[config.mk]
export PLATFORM = sky130hd
export DESIGN_NAME = mem_port_arbiter_flat
export DESIGN_NICKNAME = d
export VERILOG_FILES = /design/src/rtl/mem_port_arbiter_if.sv /design/src/rtl/NBitMUX2x1.sv /design/src/rtl/mem_port_arbiter.sv /design/src/flat_wrapper.sv
export SDC_FILE = /design/constraint.sdc
export NUM_CORES = 1
export LEC_CHECK = 0
export BUFFER_PORTS_ARGS = -buffer_cell sky130_fd_sc_hd__buf_4
export CORE_AREA = 3 3 102 104
export CTS_CLUSTER_SIZE = 12
export DETAILED_ROUTE_END_ITERATION = 8
export DIE_AREA = 0 0 105 107
export PLACE_DENSITY = 0.57
export SLEW_MARGIN = 10
export SYNTH_ARGS = -nofsm -noshare
export SYNTH_HDL_FRONTEND = slang
export SYNTH_SLANG_ARGS = --single-unit
[constraint.sdc]
create_clock -name clk -period 3.8 [get_ports clk]
set_input_delay 0.38 -clock clk [delete_from_list [all_inputs] [get_ports clk]]
set_output_delay 0.38 -clock clk [all_outputs]
set_load 0.02 [all_outputs]
[src/rtl/mem_port_arbiter_if.sv]
// Requester and memory-side signals of the unified memory port arbiter.
// slave is the arbiter's view; master is the view of the core and memory around it.
interface mem_port_arbiter_if #(
    parameter int unsigned ADDR_W = 32,
    parameter int unsigned DATA_W = 32
);
    logic              if_req;
    logic [ADDR_W-1:0] if_addr;
    logic              if_done;
    logic [DATA_W-1:0] if_rdata;

    logic              d_req;
    logic              d_we;
    logic [ADDR_W-1:0] d_addr;
    logic [DATA_W-1:0] d_wdata;
    logic              d_done;
    logic [DATA_W-1:0] d_rdata;

    logic              sel;
    logic              mem_en;
    logic              mem_we;
    logic [ADDR_W-1:0] mem_addr;
    logic [DATA_W-1:0] mem_wdata;
    logic [DATA_W-1:0] mem_rdata;
    logic              mem_ready;

    modport slave (
        input  if_req, if_addr, d_req, d_we, d_addr, d_wdata, mem_rdata, mem_ready,
        output if_done, if_rdata, d_done, d_rdata, sel, mem_en, mem_we, mem_addr, mem_wdata
    );

    modport master (
        output if_req, if_addr, d_req, d_we, d_addr, d_wdata, mem_rdata, mem_ready,
        input  if_done, if_rdata, d_done, d_rdata, sel, mem_en, mem_we, mem_addr, mem_wdata
    );
endinterface

[src/rtl/NBitMUX2x1.sv]
// N-bit two-input multiplexer: y = s ? b : a.
module NBitMUX2x1 #(
    parameter int unsigned N = 32
) (
    input  logic [N-1:0] a,
    input  logic [N-1:0] b,
    input  logic         s,
    output logic [N-1:0] y
);
    assign y = s ? b : a;
endmodule

[src/rtl/mem_port_arbiter.sv]
// Arbitrates one single-ported memory between instruction fetch and data access.
// DATA wins ties; a streak counter forces an IF grant after STARVE_LIMIT DATA grants.
module mem_port_arbiter #(
    parameter int unsigned ADDR_W       = 32,
    parameter int unsigned DATA_W       = 32,
    parameter int unsigned STARVE_LIMIT = 4
) (
    input logic               clk,
    input logic               rst,
    mem_port_arbiter_if.slave bus
);
    localparam int unsigned       StreakW   = $clog2(STARVE_LIMIT + 1);
    localparam logic [StreakW-1:0] StreakMax = StreakW'(STARVE_LIMIT);

    typedef enum logic [1:0] {StIdle, StBusyIf, StBusyD} state_e;

    state_e             state_q, state_d;
    logic               sel_q, sel_d;
    logic [StreakW-1:0] streak_q, streak_d;
    logic               busy;
    logic [ADDR_W-1:0]  addr_mux;
    logic               we_mux;

    always_ff @(posedge clk) begin
        if (rst) begin
            state_q  <= StIdle;
            sel_q    <= 1'b0;
            streak_q <= '0;
        end else begin
            state_q  <= state_d;
            sel_q    <= sel_d;
            streak_q <= streak_d;
        end
    end

    always_comb begin
        state_d  = state_q;
        sel_d    = sel_q;
        streak_d = streak_q;
        unique case (state_q)
            StIdle: begin
                if (bus.d_req && (!bus.if_req || streak_q < StreakMax)) begin
                    state_d = StBusyD;
                    sel_d   = 1'b1;
                    // Streak only counts DATA grants that made a waiting IF request lose.
                    if (!bus.if_req) begin
                        streak_d = '0;
                    end else if (streak_q != StreakMax) begin
                        streak_d = streak_q + 1'b1;
                    end
                end else if (bus.if_req) begin
                    state_d  = StBusyIf;
                    sel_d    = 1'b0;
                    streak_d = '0;
                end
            end
            StBusyIf, StBusyD: begin
                if (bus.mem_ready) begin
                    state_d = StIdle;
                end
            end
            default: state_d = StIdle;
        endcase
    end

    assign busy = (state_q != StIdle);

    NBitMUX2x1 #(.N(ADDR_W)) u_addr_mux (
        .a(bus.if_addr),
        .b(bus.d_addr),
        .s(sel_q),
        .y(addr_mux)
    );

    NBitMUX2x1 #(.N(1)) u_we_mux (
        .a(1'b0),
        .b(bus.d_we),
        .s(sel_q),
        .y(we_mux)
    );

    assign bus.sel       = sel_q;
    assign bus.mem_en    = busy;
    assign bus.mem_we    = busy & we_mux;
    assign bus.mem_addr  = addr_mux;
    assign bus.mem_wdata = bus.d_wdata;
    assign bus.if_done   = (state_q == StBusyIf) & bus.mem_ready;
    assign bus.d_done    = (state_q == StBusyD) & bus.mem_ready;
    assign bus.if_rdata  = bus.mem_rdata;
    assign bus.d_rdata   = bus.mem_rdata;
endmodule

[src/flat_wrapper.sv]
// flat-port wrapper written by rule: the top's interface ports become plain ports
module mem_port_arbiter_flat 
#(
    parameter int unsigned ADDR_W       = 32,
    parameter int unsigned DATA_W       = 32,
    parameter int unsigned STARVE_LIMIT = 4
)
  (clk, rst, bus_if_req, bus_if_addr, bus_d_req, bus_d_we, bus_d_addr, bus_d_wdata, bus_mem_rdata, bus_mem_ready, bus_if_done, bus_if_rdata, bus_d_done, bus_d_rdata, bus_sel, bus_mem_en, bus_mem_we, bus_mem_addr, bus_mem_wdata);
  mem_port_arbiter_if #(.ADDR_W(ADDR_W), .DATA_W(DATA_W)) bus_i ();
  input logic clk;
  input logic rst;
  input wire logic [$bits(bus_i.if_req)-1:0] bus_if_req;
  input wire logic [$bits(bus_i.if_addr)-1:0] bus_if_addr;
  input wire logic [$bits(bus_i.d_req)-1:0] bus_d_req;
  input wire logic [$bits(bus_i.d_we)-1:0] bus_d_we;
  input wire logic [$bits(bus_i.d_addr)-1:0] bus_d_addr;
  input wire logic [$bits(bus_i.d_wdata)-1:0] bus_d_wdata;
  input wire logic [$bits(bus_i.mem_rdata)-1:0] bus_mem_rdata;
  input wire logic [$bits(bus_i.mem_ready)-1:0] bus_mem_ready;
  output wire logic [$bits(bus_i.if_done)-1:0] bus_if_done;
  output wire logic [$bits(bus_i.if_rdata)-1:0] bus_if_rdata;
  output wire logic [$bits(bus_i.d_done)-1:0] bus_d_done;
  output wire logic [$bits(bus_i.d_rdata)-1:0] bus_d_rdata;
  output wire logic [$bits(bus_i.sel)-1:0] bus_sel;
  output wire logic [$bits(bus_i.mem_en)-1:0] bus_mem_en;
  output wire logic [$bits(bus_i.mem_we)-1:0] bus_mem_we;
  output wire logic [$bits(bus_i.mem_addr)-1:0] bus_mem_addr;
  output wire logic [$bits(bus_i.mem_wdata)-1:0] bus_mem_wdata;
  assign bus_i.if_req = bus_if_req;
  assign bus_i.if_addr = bus_if_addr;
  assign bus_i.d_req = bus_d_req;
  assign bus_i.d_we = bus_d_we;
  assign bus_i.d_addr = bus_d_addr;
  assign bus_i.d_wdata = bus_d_wdata;
  assign bus_i.mem_rdata = bus_mem_rdata;
  assign bus_i.mem_ready = bus_mem_ready;
  assign bus_if_done = bus_i.if_done;
  assign bus_if_rdata = bus_i.if_rdata;
  assign bus_d_done = bus_i.d_done;
  assign bus_d_rdata = bus_i.d_rdata;
  assign bus_sel = bus_i.sel;
  assign bus_mem_en = bus_i.mem_en;
  assign bus_mem_we = bus_i.mem_we;
  assign bus_mem_addr = bus_i.mem_addr;
  assign bus_mem_wdata = bus_i.mem_wdata;
  mem_port_arbiter #(.ADDR_W(ADDR_W), .DATA_W(DATA_W), .STARVE_LIMIT(STARVE_LIMIT)) u_core (.clk(clk), .rst(rst), .bus(bus_i));
endmodule
# Word-level counts from Yosys, hierarchy flattened
# Cells that the tools add are included.
# W data, S select, Z words.
[totals] in_bits=134 word_cells=36 ff_bits=6 out_inout_bits=133
[op_classes] reduce_logical=10 eq_ne=6 mux=12 add_sub_neg=1 order_cmp=1 bitwise=3
[op_table] operator="$mux W32" n=1
[op_table] operator="$mux W3" n=4
[op_table] operator="$mux W2" n=3
[op_table] operator="$ne A3 B3 Y1 const B" n=2
[op_table] operator="$pmux W2 S2" n=1
[op_table] operator="$reduce_and A2 Y1" n=2
[op_table] operator="$reduce_bool A2 Y1" n=2
[op_table] operator="$add A3 B1 Y3 const B" n=1
[op_table] operator="$and A1 B1 Y1" n=3
[op_table] operator="$lt A3 B3 Y1 const B" n=1
[op_table] operator="$mux W1" n=3
[op_table] operator="$ne A3 B2 Y1 const B" n=1
[op_table] operator="$reduce_and A3 Y1" n=1
[op_table] operator="$eq A2 B1 Y1 const B" n=1
[op_table] operator="$eq A2 B2 Y1 const B" n=1
[op_table] operator="$logic_not A2 Y1" n=1
[op_table] operator="$ne A2 B2 Y1 const B" n=1
[op_table] operator="$reduce_or A2 Y1" n=1
[op_table] operator="$logic_and A1 B1 Y1" n=1
[op_table] operator="$logic_not A1 Y1" n=1
[op_table] operator="$logic_or A1 B1 Y1" n=1

# Longest topological paths before layout
[depth] ltp_word=5 mapped_depth=5 mapped_depth_nobuf=5

# Cells and area by module
# From an unflattened synthesis, not the netlist that was laid out.
[hier_totals] cells_unflattened=175 hier_area_um2=1631.6
[modules_own_cells] module="mem_port_arbiter" seq_area_each_um2=120.1 cells_per_inst=138 instances=1 area_each_um2=1072.3
[modules_own_cells] module="NBitMUX2x1 at u_core.u_addr_mux" seq_area_each_um2=0.0 cells_per_inst=36 instances=1 area_each_um2=544.3
[modules_own_cells] module="NBitMUX2x1 at u_core.u_we_mux" seq_area_each_um2=0.0 cells_per_inst=1 instances=1 area_each_um2=15.0

# Least setup slack after synthesis
# OpenSTA, ideal clock, no wires.
[synth_timing] kind="reg-to-output" from="register u_core.sel_q (netlist: u_core.bus.sel)" to="output bus_mem_addr[19]" t_required_ns=3.420 slack_ns=2.163 stages_incl_launch_ff=4 path_buffers=2 t_arrival_ns=1.257 path_cell_list="dfxtp_1 -> buf_2 -> buf_2 -> mux2_1"
[synth_between] elab_chain_len=1
[synth_rtl] item="start, declared" line_no="mem_port_arbiter.sv:18" source="logic sel_q, sel_d;"
[synth_rtl] item="start signal, assigned" line_no="mem_port_arbiter.sv:31" source="sel_q <= sel_d;"
[synth_rtl] item="$mux W32" line_no="NBitMUX2x1.sv:10" source="assign y = s ? b : a;"
[synth_rtl] item="end, declared" line_no="flat_wrapper.sv:27" source="output wire logic [$bits(bus_i.mem_addr)-1:0] bus_mem_addr;"
# Every way passes these cells.

# Worst setup path after layout
[layout_timing] from="register u_core.sel_q (netlist: u_core.bus.sel)" to="output bus_mem_addr[17]"
# Same word-level chain as after synthesis.

==> results.sh <==
export IMPL_synth_seq_cells=6
export IMPL_critical_path_cell_chain="mux2_2 > buf_4"
export IMPL_skew_ns=0.00161
export IMPL_cts_hold_buf=0
export IMPL_rsz0062_at_grt="no"
export IMPL_p_switching_mw=0.144
export IMPL_cts_buffers=3
export IMPL_switching_share=0.347
export IMPL_cp_startpoint="u_core.bus.sel"
export IMPL_grt_pass1_wl_um=5600
export IMPL_min_path_cells=2
export IMPL_final_nets=321
export IMPL_cts_tree="done"
export IMPL_fill_cells=1111
export IMPL_drt_iter0_markers=24
export IMPL_path_clk_slew_ns=0.03
export IMPL_antenna_found_initial=0
export IMPL_yosys_warnings=0
export IMPL_cellLeakagePower_nw=0.809
export IMPL_routabilityCongestion=0.693
export IMPL_syn_to_final_growth_pct=18.3
export IMPL_insertion_delay_ns=0.22
export IMPL_rows=36
export IMPL_crit_slowest_cell="dfxtp_2"
export IMPL_clock_sinks=6
export IMPL_io_pins=267
export IMPL_grt_pass1_vias=1109
export IMPL_antenna_left=0
export IMPL_ys_types=20
export IMPL_worstHoldStart="rst"
export IMPL_fmax_mhz=492
export IMPL_cp_data_arrival_time_ns=1.65
export IMPL_htreeDepth=1
export IMPL_finalHoldViolCount=0
export IMPL_wl_um=3680
export IMPL_worstMarginPinSlew_ns=0.781
export IMPL_cap_viol_max_count=0
export IMPL_endpoint_kind="primary output"
export IMPL_die_width_um=105
export IMPL_min_to="u_core.bus.sel"
export IMPL_post_cts_buffers=0
export IMPL_slew_viol_final=0
export IMPL_seqPwrFrac=0.201
export IMPL_reg2reg_setup_slack_ns=2.28
export IMPL_avgSynthCellArea_um2=8.45
export IMPL_p_per_area_nw_per_um2=243
export IMPL_synth_cells=171
export IMPL_dieArea_um2=11200
export IMPL_die_h_um=107
export IMPL_status="finished clean"
export IMPL_rr_startpoint="u_core.state_q[1]"
export IMPL_firstDrtPassIters=3
export IMPL_preCtsSetupSlack_ns=1.94
export IMPL_port_buffers=106
export IMPL_dp_final_hpwl_um=3230
export IMPL_p_int_mw=0.271
export IMPL_yosysSeqAreaShare=0.0831
export IMPL_crit_path_start_kind="flop"
export IMPL_post_cts_resized=0
export IMPL_combPwrFrac=0.576
export IMPL_multi_input_area_um2=566
export IMPL_period_share=0.535
export IMPL_r2r_end="u_core.state_q[0]"
export IMPL_core_region_area_um2=9640
export IMPL_grt_max_degree=36
export IMPL_synth_nets=310
export IMPL_slew_headroom=0.479
export IMPL_hold_path_class="in -> reg"
export IMPL_grt_usage=0.0602
export IMPL_crit_path_max_incr_delay_ns=0.81
export IMPL_drc=0
export IMPL_wl_per_cell_um=11.7
export IMPL_start_util=0.150
export IMPL_gr_total_overflow=0
export IMPL_cts_buffer_depth=2
export IMPL_diodes=0
export IMPL_min_period_ns=2.03
export IMPL_clockRootBuffer="clkbuf_8"
export IMPL_layout_setup_ws_ns=1.77
export IMPL_critPathKind="reg -> out"
export IMPL_drive_gt1_frac=0.733
export IMPL_cp_max_fo=35
export IMPL_finalSetupViolCount=0
export IMPL_r2r_cells=5
export IMPL_max_vdd_ir_drop_v=0.000285
export IMPL_clkPwrFrac=0.223
export IMPL_tns_ns=0
export IMPL_synth_area_um2=1450
export IMPL_worstPathRequired_ns=3.42
export IMPL_routed_via_density=3.38
export IMPL_num_vias=1057
export IMPL_seqCellArea_um2=121
power groups by stage:
| stage | Clock (mW) | Sequential (mW) | Combinational, mW |
|---|---|---|---|
| global route | 0.102 | 0.0873 | 0.258 |
| CTS | 0.0960 | 0.0851 | 0.243 |
| finish | 0.0926 | 0.0835 | 0.239 |
| detailed placement | 0 | 0.0860 | 0.243 |
| floorplan | 0 | 0.0721 | 0.276 |
| global placement | 0 | 0.0852 | 0.240 |
cell families after synthesis:
| kind of cell | synth area share |
|---|---|
| AO/OA/AOI/OAI | 0.0442 |
| adder cells (fa/ha/maj) | 0.0433 |
| flip-flops | 0.0831 |
| buffers and inverters | 0.526 |
| multiplexers | 0.249 |
| AND/OR/NAND/NOR | 0.0545 |
worst max-delay path by stage:
stage                        to
3_3_place_gp   bus_mem_addr[20]
4_1_cts        bus_mem_addr[17]
6_report       bus_mem_addr[17]
5_1_grt         bus_mem_addr[6]
2_1_floorplan  bus_mem_addr[19]
3_5_place_dp   bus_mem_addr[20]
final cells by class:
cell class                 instances  share of cell area
timing repair buffer             106               0.466
clock buffer                       3              0.0242
inverter                           5              0.0110
sequential                         6              0.0710
multi-input combinational         60               0.331
tap                              133              0.0974
metrics by stage:
step	total power [mW]	cells	hold WS [ns]	cell area, um^2	utilization
2_1_floorplan	0.349	171	0.443	1450	-
3_3_place_gp	0.326	310	0.459	1670	0.173
3_5_place_dp	0.329	310	0.482	1670	0.173
4_1_cts	0.424	313	0.372	1710	0.177
5_1_grt	0.447	313	0.385	1710	0.177
6_report	0.415	313	0.377	1710	0.177
Yosys cell counts:
| master | count | area [um^2] |
|---|---|---|
| nor2b_1 | 1 | 6.26 |
| a21oi_1 | 2 | 10.0 |
| a22oi_1 | 3 | 22.5 |
| nand2_1 | 3 | 11.3 |
| or4b_1 | 1 | 10.0 |
| mux2_2 | 21 | 236 |
| o31ai_1 | 2 | 15.0 |
| ha_1 | 5 | 62.6 |
| o21ai_2 | 1 | 8.76 |
| and2_1 | 2 | 12.5 |
| buf_4 | 96 | 721 |
| inv_1 | 5 | 18.8 |
| nor2_1 | 4 | 15.0 |
| a21boi_1 | 1 | 7.51 |
| and4b_1 | 1 | 10.0 |
| or4_1 | 1 | 7.51 |
| dfxtp_1 | 6 | 120 |
| and3_1 | 1 | 6.26 |
| buf_2 | 4 | 20.0 |
| mux2_1 | 11 | 124 |
state kept, by name (all words and copies together) (netlist names):
name,cells
u_core.bus.sel,1
u_core.state_q,2
u_core.streak_q,3
worst max-delay path: cells and delay by family (launching register included):
| kind | cells | cell delay (ns) |
|---|---|---|
| multiplexers | 1 | 0.43 |
| buffers and inverters | 1 | 0.16 |
| flip-flops | 1 | 0.81 |
metal layers:
layer  wire, um  up-vias  GRT usage
met3        740        5     0.0512
met1       1080      454     0.0513
met4         36        0     0.0141
met2       1810      115      0.107
li1           -      483          -
met5          0        -          0
layout by cell type, fill, tap and decap left out:
master / instances
ha_1: 5
and3_1: 1
dfxtp_2: 1
nor2_1: 4
nand2_1: 3
buf_4: 106
or4_1: 1
dfxtp_1: 5
clkbuf_8: 3
o31ai_1: 2
or4b_1: 1
o21ai_2: 1
mux2_1: 11
a21oi_1: 2
and4b_1: 1
inv_1: 5
mux2_2: 21
nor2b_1: 1
a21boi_1: 1
and2_1: 2
a22oi_1: 3
Note: power is estimated with default switching activity, not from simulation.
